## src/rtl/multi_rate_divider.sv

```systemverilog
// Base-tick prescaler + NUM_CH programmable enable dividers; toggle outputs built only with MULTI_RATE_DIVIDER_TOGGLE_EN.
// Latency: base_tick registered; ch_en one cycle after the base_tick it counts; all outputs registered.
// Backpressure: none; run=0 freezes counting, sync_clear restarts it, div_load reprograms a channel.
module multi_rate_divider #(
  parameter int CLK_FREQ_HZ = 50_000_000,
  parameter int BASE_HZ     = 1000,
  parameter int NUM_CH      = 4,
  parameter int DIV_W       = 16,
  parameter int DEFAULT_DIV = 1000
) (
  input  logic                    clock,
  input  logic                    reset_n,
  input  logic                    run,
  input  logic                    sync_clear,
  input  logic [NUM_CH*DIV_W-1:0] div_val,
  input  logic [NUM_CH-1:0]       div_load,
  output logic                    base_tick,
  output logic [NUM_CH-1:0]       ch_en,
  output logic [NUM_CH-1:0]       ch_toggle
);

  localparam int                PRESCALE = CLK_FREQ_HZ / BASE_HZ;
  localparam int                PW       = $clog2(PRESCALE);
  localparam logic [PW-1:0]     P_LAST   = PW'(PRESCALE - 1);
  localparam logic [DIV_W-1:0]  DIV_RST  = DIV_W'(DEFAULT_DIV);

  logic [PW-1:0] p_q, p_d;
  logic          tick_q, tick_d;

  always_comb begin
    p_d    = p_q;
    tick_d = 1'b0;
    if (sync_clear) begin
      p_d = '0;
    end else if (run) begin
      if (p_q == P_LAST) begin
        p_d    = '0;
        tick_d = 1'b1;
      end else begin
        p_d = p_q + PW'(1);
      end
    end
  end

  always_ff @(posedge clock or negedge reset_n) begin
    if (!reset_n) begin
      p_q    <= '0;
      tick_q <= 1'b0;
    end else begin
      p_q    <= p_d;
      tick_q <= tick_d;
    end
  end

  logic [DIV_W-1:0]  div_q [NUM_CH];
  logic [DIV_W-1:0]  div_d [NUM_CH];
  logic [DIV_W-1:0]  cnt_q [NUM_CH];
  logic [DIV_W-1:0]  cnt_d [NUM_CH];
  logic [NUM_CH-1:0] en_q, en_d;

  // A load (or clear) in the same cycle as a tick discards that tick for the channel.
  always_comb begin
    en_d = '0;
    for (int k = 0; k < NUM_CH; k++) begin
      div_d[k] = div_q[k];
      cnt_d[k] = cnt_q[k];
      if (div_load[k]) begin
        div_d[k] = div_val[k*DIV_W +: DIV_W];
      end
      if (sync_clear || div_load[k]) begin
        cnt_d[k] = '0;
      end else if (run && tick_q && (div_q[k] != '0)) begin
        if (cnt_q[k] == div_q[k] - DIV_W'(1)) begin
          cnt_d[k] = '0;
          en_d[k]  = 1'b1;
        end else begin
          cnt_d[k] = cnt_q[k] + DIV_W'(1);
        end
      end
    end
  end

  always_ff @(posedge clock or negedge reset_n) begin
    if (!reset_n) begin
      for (int k = 0; k < NUM_CH; k++) begin
        div_q[k] <= DIV_RST;
        cnt_q[k] <= '0;
      end
      en_q <= '0;
    end else begin
      div_q <= div_d;
      cnt_q <= cnt_d;
      en_q  <= en_d;
    end
  end

`ifdef MULTI_RATE_DIVIDER_TOGGLE_EN
  logic [NUM_CH-1:0] tog_q, tog_d;

  always_comb begin
    tog_d = sync_clear ? '0 : (tog_q ^ en_d);
  end

  always_ff @(posedge clock or negedge reset_n) begin
    if (!reset_n) begin
      tog_q <= '0;
    end else begin
      tog_q <= tog_d;
    end
  end

  assign ch_toggle = tog_q;
`else
  assign ch_toggle = '0;
`endif

  assign base_tick = tick_q;
  assign ch_en     = en_q;

endmodule

```

## config.mk

```make
export PLATFORM = sky130hd
export DESIGN_NAME = multi_rate_divider
export DESIGN_NICKNAME = d
export VERILOG_FILES = /design/src/rtl/multi_rate_divider.sv
export SDC_FILE = /design/constraint.sdc
export NUM_CORES = 1
export LEC_CHECK = 0
export ABC_AREA = 1
export CAP_MARGIN = 20
export CORE_ASPECT_RATIO = 2
export CORE_MARGIN = 2
export CORE_UTILIZATION = 40
export DETAILED_ROUTE_END_ITERATION = 12
export PLACE_DENSITY = 0.65
export SETUP_SLACK_MARGIN = 0.1
export SLEW_MARGIN = 5
export SYNTH_ARGS = -nofsm -noshare
export SYNTH_HDL_FRONTEND = slang
export SYNTH_SLANG_ARGS = --single-unit
```

## constraint.sdc

```tcl
create_clock -name clock -period 6 [get_ports clock]
set_clock_uncertainty 0.1 [all_clocks]
set_input_delay 1.2 -clock clock [delete_from_list [all_inputs] [get_ports clock]]
set_output_delay 1.2 -clock clock [all_outputs]
set_load 0.03 [all_outputs]
```

; Word-level counts from Yosys, hierarchy flattened
; Index checks and enable logic that the tools add are counted.
[op_classes]
addsub = 9
mul = 0
n_div = 0
order_cmp = 0
n_eq_ne = 5
shifts = 0
muxes = 30
n_bitwise = 0
reduce_logical = 18
[ops]
columns = cell, n
row1 = $mux W16, 15
row2 = $add A16 B1 Y16 const B, 5
row3 = $eq A16 B16 Y1, 4
row4 = $reduce_bool A16 Y1, 4
row5 = $sub A16 B1 Y16 const B, 4
row6 = $eq A16 B16 Y1 const B, 1
row7 = $mux W1, 15
row8 = $reduce_bool A2 Y1, 5
row9 = $logic_and A1 B1 Y1, 5
row10 = $logic_or A1 B1 Y1, 4
[totals]
reg_bits = 149
latchBits = 0
ramBits = 0
romBits = 0
in_bits = 72
mem_count = 0

; Logic depth before layout (Yosys ltp)
; Gate-level depths: netlist of the first run.
[logic_depth]
word_depth = 5
mapped_depth = 15
depth_no_buf = 14

; Worst setup path after synthesis of the first run
; Ideal clock, no wire load.
[synth_timing]
kind = input port to flip-flop
start = in div_load[3]
end = reg cnt_q[10] (netlist bit)
t_arrival_ns = 2.273
t_required_ns = 5.777
setup_slack_ns = 3.504
cell_stages = 7
n_path_buf = 2
path_cell_list = clkbuf_1 > nor2_1 > nand2_1 > buf_4 > nand3_1 > xor2_1 > a21oi_2
[synth_via]
elab_chain_cells = 2
elab_cells_between_ends = 3
cone_classes = mux (1) / reduce/logical (2)
[synth_lines]
columns = item, line
row1 = start: declaration, 16  ; input logic [NUM_CH-1:0] div_load,
row2 = $logic_or A1 B1 Y1 (*), 70  ; if (sync_clear || div_load[k]) begin
row3 = $mux W16 or $reduce_bool A2 Y1 (tied branches), n/a
row4 = end signal: assignment, 92  ; cnt_q <= cnt_d;
row5 = end: declaration, 57  ; logic [DIV_W-1:0] cnt_q [NUM_CH];
; Every way passes the cells marked *; elsewhere a longest branch is shown, timed or not.
; A chain may end at the register's enable or synchronous reset.

; Final worst setup path of the first run
[layout_timing]
start = in sync_clear
end = reg cnt_q[4] (netlist bit)
[layout_via]
elab_chain_cells = 2
elab_cells_between_ends = 3
cone_classes = mux (1) / reduce/logical (2)
[layout_lines]
columns = item, line
row1 = start: declaration, 14  ; input logic sync_clear,
row2 = $logic_or A1 B1 Y1 (*), 70
row3 = $mux W16 or $reduce_bool A2 Y1 (tied branches), n/a
; Marks and branches as above.

==> run_results.csv, run 1 <==
group,metric,value,unit
placed_design,pre_cts_ws,2108,ps
sta,fmax,302.0,MHz
layout,fillers,2613,
synth,synth_seq_cells,149,
worst_setup_path,critical_path.max_stage_delay,620,ps
sta,finalSetupViolations,0,
sta,setup-tns-final,0,ps
global_routing,grt_max_degree,77,
flow_run,max_cap_violations,0,
clock_tree,htree_levels,4,
synth,yosys_warnings,0,
power,cellPowerDensity,230.8,nW/µm²
synth,synthArstFlopShare,100.0,%
clock_tree,cts_setup_buffers,0,
sta,hold_viol_final,0,
synth,syn_inst,1438,
synth,synth_area,10570,µm²
placed_design,gp_congestion,0.9544,
synth,synth_most_common_cell,"nand2_1",
floorplanning,io_pins,81,
worst_setup_path,reg2reg_from,"div_q[16]",
route,drtAntennaViolNets,0,
route,firstDrtPassIters,5,
clock_tree,clk_latency,440,ps
worst_setup_path,required,6210,ps
global_routing,grt_pass1_vias,9466,
sta,slew_headroom,43.86,%
synth,synth-edff-count,0,
route,drt_wl_total,26.70,mm
clock_tree,cts_resized,0,
route,drc,0,
synth,synth-main-ff-cell,"dfrtp_1",
sta,worst_pin_slew,839.5,ps
hold_path,hp-start,"div_q[5]",
global_routing,grtUsageTotal,20.22,%
placed_design,hpwl,20.69,mm
clock_tree,cts_tree,"built",
power,irDropWorstVdd,180.4,µV
floorplanning,rows,84,
sta,hold-worst-slack,415.3,ps
worst_setup_path,cp-startpoint,"sync_clear",
worst_setup_path,critical_path_class,"input pin to flip-flop",
sta,post-route-period-util,55.19,%
synth,synth.distinct_cells,58,
layout,antennaDiodeCount,0,
layout,nets,1584,
floorplanning,die_w,119.0,µm
synth,yosysTopAreaCellShare,29.58,%
worst_setup_path,cp_data_arrival_time,3520,ps
placed_design,portBuffers,76,
route,num_vias,9409,
sta,final.setup.worst_slack,2689,ps
worst_setup_path,crit_path_frequent_cell,"nor2_1",
synth,syn_avg_cell_area,7.353,µm²
sta,rsz0062_at_grt,"no",
global_routing,antenna_found_initial,0,
floorplanning,start_util,40.40,%
worst_setup_path,path_cells,"clkdlybuf4s50_1, nor2_1, nand2_1, buf_4, inv_1, nor2_1, xor2_1, a21oi_2",
layout,drive_gt1_share,12.86,%
layout,area_delta_synth_final,15.86,%
clock_tree,numCtsBuffers,17,
synth,synth_area_leaders,"dfrtp_1 30%, nand2_1 14%, inv_1 6.2%, dfstp_2 6.0%, xor2_1 5.6%",
clock_tree,cts_hold_buf,0,
worst_setup_path,end_kind,"flip-flop",
worst_setup_path,cp_slowest_cell,"clkdlybuf4s50_1",
clock_tree,cts.sinks,149,
synth,ys_seq_area_share,35.55,%
synth,synth.largest_area_cell,"dfrtp_1",
power,p_leak,5.625,nW
floorplanning,die_h,233.9,µm
synth,synth_common_cells,"408 x nand2_1, 175 x inv_1, 141 x nor2_1",
outcome,status,"completed",
sta,period_needed,3311,ps
global_routing,grt_pass1_wl,44.65,mm
hold_path,hold_class,"flip-flop to flip-flop",
route,drt_iter0_markers,532,
sta,finalMaxSlewViolations,0,
global_routing,gr-total-overflow,0,
route,avgRoutedWirePerCell,14.36,µm
worst_setup_path,startpoint_type,"input pin",
route,via_per_inst,5.059,
clock_tree,cts.clk_slew.worst_paths,60,ps
worst_setup_path,cp_max_fo,16,
floorplanning,die_area,27830,µm²
clock_tree,cts.path.max_buffers,2,
clock_tree,root_buffer,"clkbuf_16",
floorplanning,core,26170,µm²
cell type report:
cell class	instances	area (µm²)	area share (%)
timing repair buffer	84	829.5	6.772
sequential	149	3759	30.68
inverter	183	689.4	5.628
tap	344	430.4	3.513
clock buffer	20	446.7	3.646
multi-input combinational	1068	5871	47.92
clock inverter	12	225.2	1.838
power by group:
group | internal [mW] | switching, mW | total (mW)
Sequential | 1.07 | 0.0651 | 1.13
Clock | 0.792 | 0.447 | 1.24
Combinational | 0.180 | 0.276 | 0.456
layer usage:
layer | routed length, µm | vias to the layer above | GRT usage [%]
met5 | 0 | - | 0
met4 | 1181 | 0 | 10.90
met3 | 778 | 72 | 3.259
met2 | 15120 | 192 | 39.82
met1 | 9622 | 4436 | 19.75
li1 | - | 4709 | -
critical path, delay by kind of cell:
| kind | cells | cell delay (ps) |
|---|---|---|
| XOR/XNOR | 1 | 160 |
| AND/OR/NAND/NOR | 3 | 970 |
| buffers and inverters | 3 | 1120 |
| AO/OA/AOI/OAI | 1 | 40 |
stage by stage:
stage | util, % | std cells | area (µm²) | total power [mW]
after global routing | 46.81 | 1860 | 12250 | 2.968
after detailed placement | 44.19 | 1827 | 11560 | 1.609
after CTS | 46.75 | 1859 | 12240 | 2.869
final | 46.81 | 1860 | 12250 | 2.827
after global placement | 44.19 | 1827 | 11560 | 1.598
after floorplan | - | 1441 | 10590 | 1.455
logic make-up (layout without fill, tap and decap cells):
family,count (synthesis),after routing,synth area share (%)
adder cells (fa/ha/maj),9,9,1.065
AO/OA/AOI/OAI,119,119,7.230
XOR/XNOR,102,102,8.650
flip-flops,149,149,35.55
AND/OR/NAND/NOR,805,805,35.35
buffers and inverters,224,299,9.040
other,1,4,0.03546
multiplexers,29,29,3.088
cells in the final DEF (no fill, tap or decap), drive strengths merged, types with 4 or more instances in the layout:
cell	netlist	final
a21oi	48	48
buf	22	9
bufinv	0	6
clkbuf	19	20
clkdlybuf4s50	0	75
clkinv	3	5
conb	1	4
dfrtp	125	125
dfstp	24	24
ha	9	9
inv	180	181
mux2	29	29
nand2	424	424
nand3	91	91
nand3b	18	18
nand4	58	58
nor2	169	169
nor3	33	33
nor4	6	6
o21ai	57	57
xnor2	32	32
xor2	69	69
registers in the layout (all words and copies together) (netlist names):
| register | cells |
|---|---|
| div_q | 64 |
| base_tick | 1 |
| ch_en | 4 |
| p_q | 16 |
| cnt_q | 64 |
final timing paths:
check	slack [ps]	cells after the start	endpoint
max in group asynchronous	4010	2	cnt_q[63]
min reg2reg	420	2	div_q[5]
min in group asynchronous	660	1	cnt_q[38]
max reg2reg	3270	11	cnt_q[26]
max	2690	8	cnt_q[4]
min	420	2	div_q[5]
No activity file was read; power rests on OpenSTA's default activity.
==> run 2: changes to the inputs <==
- PLACE_DENSITY: 0.65 -> 0.67
- clock period: 6 -> 2.92 ns (I/O delays scaled with it)
==> run 2 against run 1 <==
- routed wire length increased by 0.85%
- hold slack worse by 390 ps
- clock power rose by 94%
- power is 100% higher
- sequential power rose by 110%
- global-route usage increased by 0.38 points
==> run_results.csv, run 2 (synthesis results as in run 1) <==
group,metric,value,unit
global_routing,met3_usage,3.842,%
power,p_sw,1.599,mW
outcome,status,"completed",
placed_design,gp_congestion,0.9278,
clock_tree,cts_resized,0,
sta,hold-worst-slack,26.34,ps
power,comb_power_share,16.8,%
power,p_leak,5.683,nW
worst_setup_path,crit_path_frequent_cell,"nand2_1",
route,via_per_inst,5.012,
power,seq_power_share,40.9,%
worst_setup_path,cp_max_fo,16,
sta,rsz0062_at_grt,"no",
sta,setup-tns-final,0,ps
floorplanning,io_pins,81,
route,drc,0,
power,swShare,28.07,%
route,num_vias,9382,
worst_setup_path,cp_slowest_cell,"dfrtp_1",
route,drt_wl_total,26.93,mm
worst_setup_path,end_kind,"flip-flop",
layout,antennaDiodeCount,0,
floorplanning,start_util,40.40,%
layout,top_regs,"cnt_q (64), div_q (64), p_q (16)",
layout,drive_gt1_share,13.48,%
route,drtAntennaViolNets,0,
sta,hold_viol_final,0,
floorplanning,die_h,233.9,µm
power,fin_total_pwr,5.695,mW
clock_tree,clk_latency,440,ps
global_routing,grt_pass1_vias,9626,
floorplanning,die_w,119.0,µm
floorplanning,core,26170,µm²
sta,slew_headroom,58.26,%
hold_path,hold_class,"input pin to async pin",
placed_design,hpwl,21.25,mm
worst_setup_path,critical_path_class,"flip-flop to flip-flop",
worst_setup_path,cp_data_arrival_time,2650,ps
worst_setup_path,path_buf_inv,2,
clock_tree,root_buffer,"clkbuf_16",
power,irDropWorstVdd,429.5,µV
route,firstDrtPassIters,6,
global_routing,gr-total-overflow,0,
placed_design,place_area,11690,µm²
layout,final_common_cell,"nand2_1",
sta,post-route-period-util,83.48,%
power,cellPowerDensity,462.1,nW/µm²
clock_tree,cts.clk_slew.worst_paths,60,ps
route,avgRoutedWirePerCell,14.39,µm
clock_tree,cts_tree,"built",
sta,fmax,410.2,MHz
global_routing,grtUsageTotal,20.60,%
power,internal_power,4.096,mW
global_routing,grt_max_degree,61,
sta,period_needed,2438,ps
clock_tree,htree_levels,4,
worst_setup_path,path_cells,"inv_2, ha_1, nand2_4, nor2_2, nand3b_1, nand2_1, nand2_1, buf_4, nand2_1, xor2_1, a21oi_1",
layout,area_delta_synth_final,16.55,%
clock_tree,cts.sinks,149,
layout,final_cell_mix,"408 x nand2_1, 175 x inv_1, 141 x nor2_1",
power,clockPowerShare,42.3,%
clock_tree,cts.path.max_buffers,2,
layout,fin_cells,1872,
sta,worst_pin_slew,626.1,ps
global_routing,use_met1,19.99,%
global_routing,globalRouteMet2Util,40.19,%
flow_run,max_cap_violations,0,
global_routing,busiest_layer,"met2",
floorplanning,rows,84,
clock_tree,cts_setup_buffers,0,
worst_setup_path,rrSetupSlack,480,ps
sta,finalMaxSlewViolations,0,
placed_design,place_inst,1840,
global_routing,grt_pass1_wl,45.53,mm
global_routing,antenna_found_initial,0,
worst_setup_path,critical_path.max_stage_delay,400,ps
layout,design_area,12320,µm²
sta,finalSetupViolations,0,
worst_setup_path,critPathTopFamily,"simple AND/OR/NAND/NOR gates",
clock_tree,numCtsBuffers,17,
floorplanning,die_area,27830,µm²
route,drt_iter0_markers,449,
worst_setup_path,required,3130,ps
worst_setup_path,startpoint_type,"flip-flop",
layout,nets,1596,
clock_tree,cts_hold_buf,0,
placed_design,portBuffers,76,
==> run 2: final timing paths <==
| path | cells past startpoint | startpoint | end |
|---|---|---|---|
| hold / removal | 1 | reset_n | div_q[36] |
| setup reg to reg | 11 | div_q[0] | cnt_q[2] |
| hold reg to reg | 2 | div_q[53] | div_q[53] |
| setup / recovery | 11 | div_q[0] | cnt_q[2] |
| min in group clock | 2 | div_q[53] | div_q[53] |
| max in group asynchronous | 2 | reset_n | div_q[19] |
==> run 2: power groups by stage <==
stage                     Combinational [mW]  Clock, mW  Sequential [mW]
after floorplan                        0.665          0             2.32
after global placement                 0.939          0             2.36
after detailed placement               0.957          0             2.36
after CTS                              0.962       2.47             2.33
after global routing                    1.08       2.55             2.35
final                                  0.955       2.41             2.33
==> run 2: per-layer routing <==
layer,part of all wire (%),vias to the layer above
met5,0,-
met4,5.1,0
met3,2.9,86
met2,56,203
met1,36,4372
li1,-,4721
==> run 2: layout make-up <==
| type | instances | area [µm²] |
|---|---|---|
| Clock inverter | 8 | 146.4 |
| Multi-Input combinational cell | 1068 | 5871 |
| Timing Repair Buffer | 96 | 937.1 |
| Sequential cell | 149 | 3759 |
| Fill cell | 2576 | 13850 |
| Clock buffer | 24 | 491.7 |
| Tap cell | 344 | 430.4 |
| Inverter | 183 | 689.4 |
==> run 2: per-stage QoR <==
step	util [%]	setup slack, ps
2_1_floorplan	-	881.1
3_3_place_gp	44.65	279.3
3_5_place_dp	44.65	272.5
4_1_cts	47.09	469.6
5_1_grt	47.09	226.1
6_report	47.09	482.5
==> run 3: changes to the inputs <==
- PLACE_DENSITY: 0.67 -> 0.65
- clock period: 2.92 -> 2.3 ns (I/O delays scaled with it)
==> run 3 against run 2 <==
- clock-buffer cell count shrank 1
- register-to-register slack lost 330 ps
- global-route usage is essentially flat
- flip-flop and latch count is the same
- design area grew 4.6%
- sequential share of layout area shrank 1.3 points
- clock power grew 17%
- critical path depth grew 3
- cell count grew 2.0%
- via count grew 2.2%
- critical path type unchanged
- largest power group is now registers
- highest routed layer unchanged
==> run_results.csv, run 3 (synthesis results as in run 1) <==
group,metric,value,unit
sta,post-route-period-util,93.46,%
worst_setup_path,reg2reg_depth,14,
global_routing,grt_pass1_wl,45.58,mm
layout,nets,1634,
placed_design,portBuffers,76,
worst_setup_path,cp_max_fo,7,
worst_setup_path,cp_data_arrival_time,2370,ps
power,irDropWorstVdd,552.7,µV
clock_tree,root_buffer,"clkbuf_16",
sta,rsz0062_at_grt,"yes",
power,fin_total_pwr,7.160,mW
clock_tree,cts.path.max_buffers,2,
hold_path,hold_class,"input pin to async pin",
sta,period_needed,2150,ps
floorplanning,core,26170,µm²
placed_design,gp_congestion,0.9713,
placed_design,place_area,11880,µm²
clock_tree,cts.clk_slew.worst_paths,60,ps
worst_setup_path,rrSetupSlack,150,ps
floorplanning,die_area,27830,µm²
worst_setup_path,startpoint_type,"flip-flop",
floorplanning,start_util,40.40,%
route,num_vias,9592,
flow_run,max_cap_violations,0,
layout,final_common_cell,"nand2_1",
clock_tree,cts.sinks,149,
global_routing,gr-total-overflow,0,
worst_setup_path,required,2520,ps
route,drtAntennaViolNets,0,
global_routing,grt_pass1_vias,9684,
route,firstDrtPassIters,5,
sta,finalSetupViolations,0,
route,drc,0,
route,via_per_inst,5.022,
layout,area_delta_synth_final,21.94,%
layout,antennaDiodeCount,0,
clock_tree,cts_tree,"built",
worst_setup_path,timing.rr.end,"cnt_q[50]",
global_routing,antenna_found_initial,0,
global_routing,grtUsageTotal,20.64,%
placed_design,pre_cts_ws,-20.29,ps
global_routing,grt_max_degree,54,
layout,final_core_util,49.27,%
route,drt_iter0_markers,466,
layout,final_cell_mix,"400 x nand2_1, 169 x inv_1, 127 x nor2_1",
sta,fmax,465.2,MHz
sta,setup-tns-final,0,ps
placed_design,hpwl,21.46,mm
clock_tree,numCtsBuffers,17,
worst_setup_path,end_kind,"flip-flop",
layout,drive_gt1_share,18.26,%
floorplanning,io_pins,81,
floorplanning,rows,84,
sta,final.setup.worst_slack,150.4,ps
sta,hold_viol_final,0,
power,cellPowerDensity,555.3,nW/µm²
route,avgRoutedWirePerCell,14.70,µm
layout,top_regs,"cnt_q (64), div_q (64), p_q (16)",
clock_tree,htree_levels,4,
worst_setup_path,reg2reg_from,"div_q[49]",
sta,finalMaxSlewViolations,0,
power,p_leak,5.896,nW
floorplanning,die_w,119.0,µm
layout,design_area,12890,µm²
worst_setup_path,critical_path_class,"flip-flop to flip-flop",
outcome,status,"completed",
clock_tree,clk_latency,440,ps
floorplanning,die_h,233.9,µm
route,drt_wl_total,28.08,mm
[run 3: worst max-delay path, cell delays in order (launching register included)]
cell	delay [ps]
dfrtp_1	400
inv_2	90
ha_4	210
nand2_2	60
inv_2	40
nor2_2	90
nand2_1	60
nor2_1	110
nand2_1	60
nor2_1	130
nand3_1	110
nor2_2	160
nand3_4	180
nand2_8	160
a21oi_1	80
[run 3: how the worst max path moves through the flow]
stage	start	to	slack, ps
floorplan	div_q[16]	cnt_q[22]	260
global placement	sync_clear	p_q[12]	20
detailed placement	run	cnt_q[50]	-20
CTS	div_q[16]	cnt_q[24]	110
global route	div_q[49]	cnt_q[50]	20
finish	div_q[49]	cnt_q[50]	150
[run 3: through the flow]
stage / instances / hold slack, ps
4_1_cts: 1894 / 328.0
5_1_grt: 1910 / 344.3
3_5_place_dp: 1861 / 238.2
3_3_place_gp: 1861 / 239.3
6_report: 1910 / 337.1
2_1_floorplan: 1441 / 64.41
[run 3: power by group]
part	switching (mW)	leakage (nW)	internal (mW)
Sequential	0.179	1.91	2.79
Combinational	0.784	3.70	0.585
Clock	1.15	0.291	1.68
[run 3: cell type report]
cell class / instances / area (µm²)
clock buffers: 23 / 478.0
well taps: 344 / 430.4
flip-flops and latches: 149 / 3762
repair buffers: 132 / 1286
inverters: 183 / 689.4
clock inverters: 9 / 102.6
fillers: 2517 / 13280
multi-input cells: 1070 / 6145
[run 3: what timing repair did]
item | 4_1_cts | 5_1_grt
gates cloned | 0 | 4
setup endpoints to repair | 14 | 68
setup buffers | 0 | 12
resized for setup | 4 | 61
endpoints found under the hold margin | 17 | 0
pin swaps | 2 | 35
hold buffers | 1 | 0
[run 3: metal layers]
layer / vias to the layer above / global-route usage [%] / routed length, µm
met5: - / 0 / 0
met4: 0 / 9.747 / 1047
met3: 68 / 3.818 / 729
met2: 184 / 41.18 / 16130
met1: 4533 / 19.98 / 10170
li1: 4807 / - / -
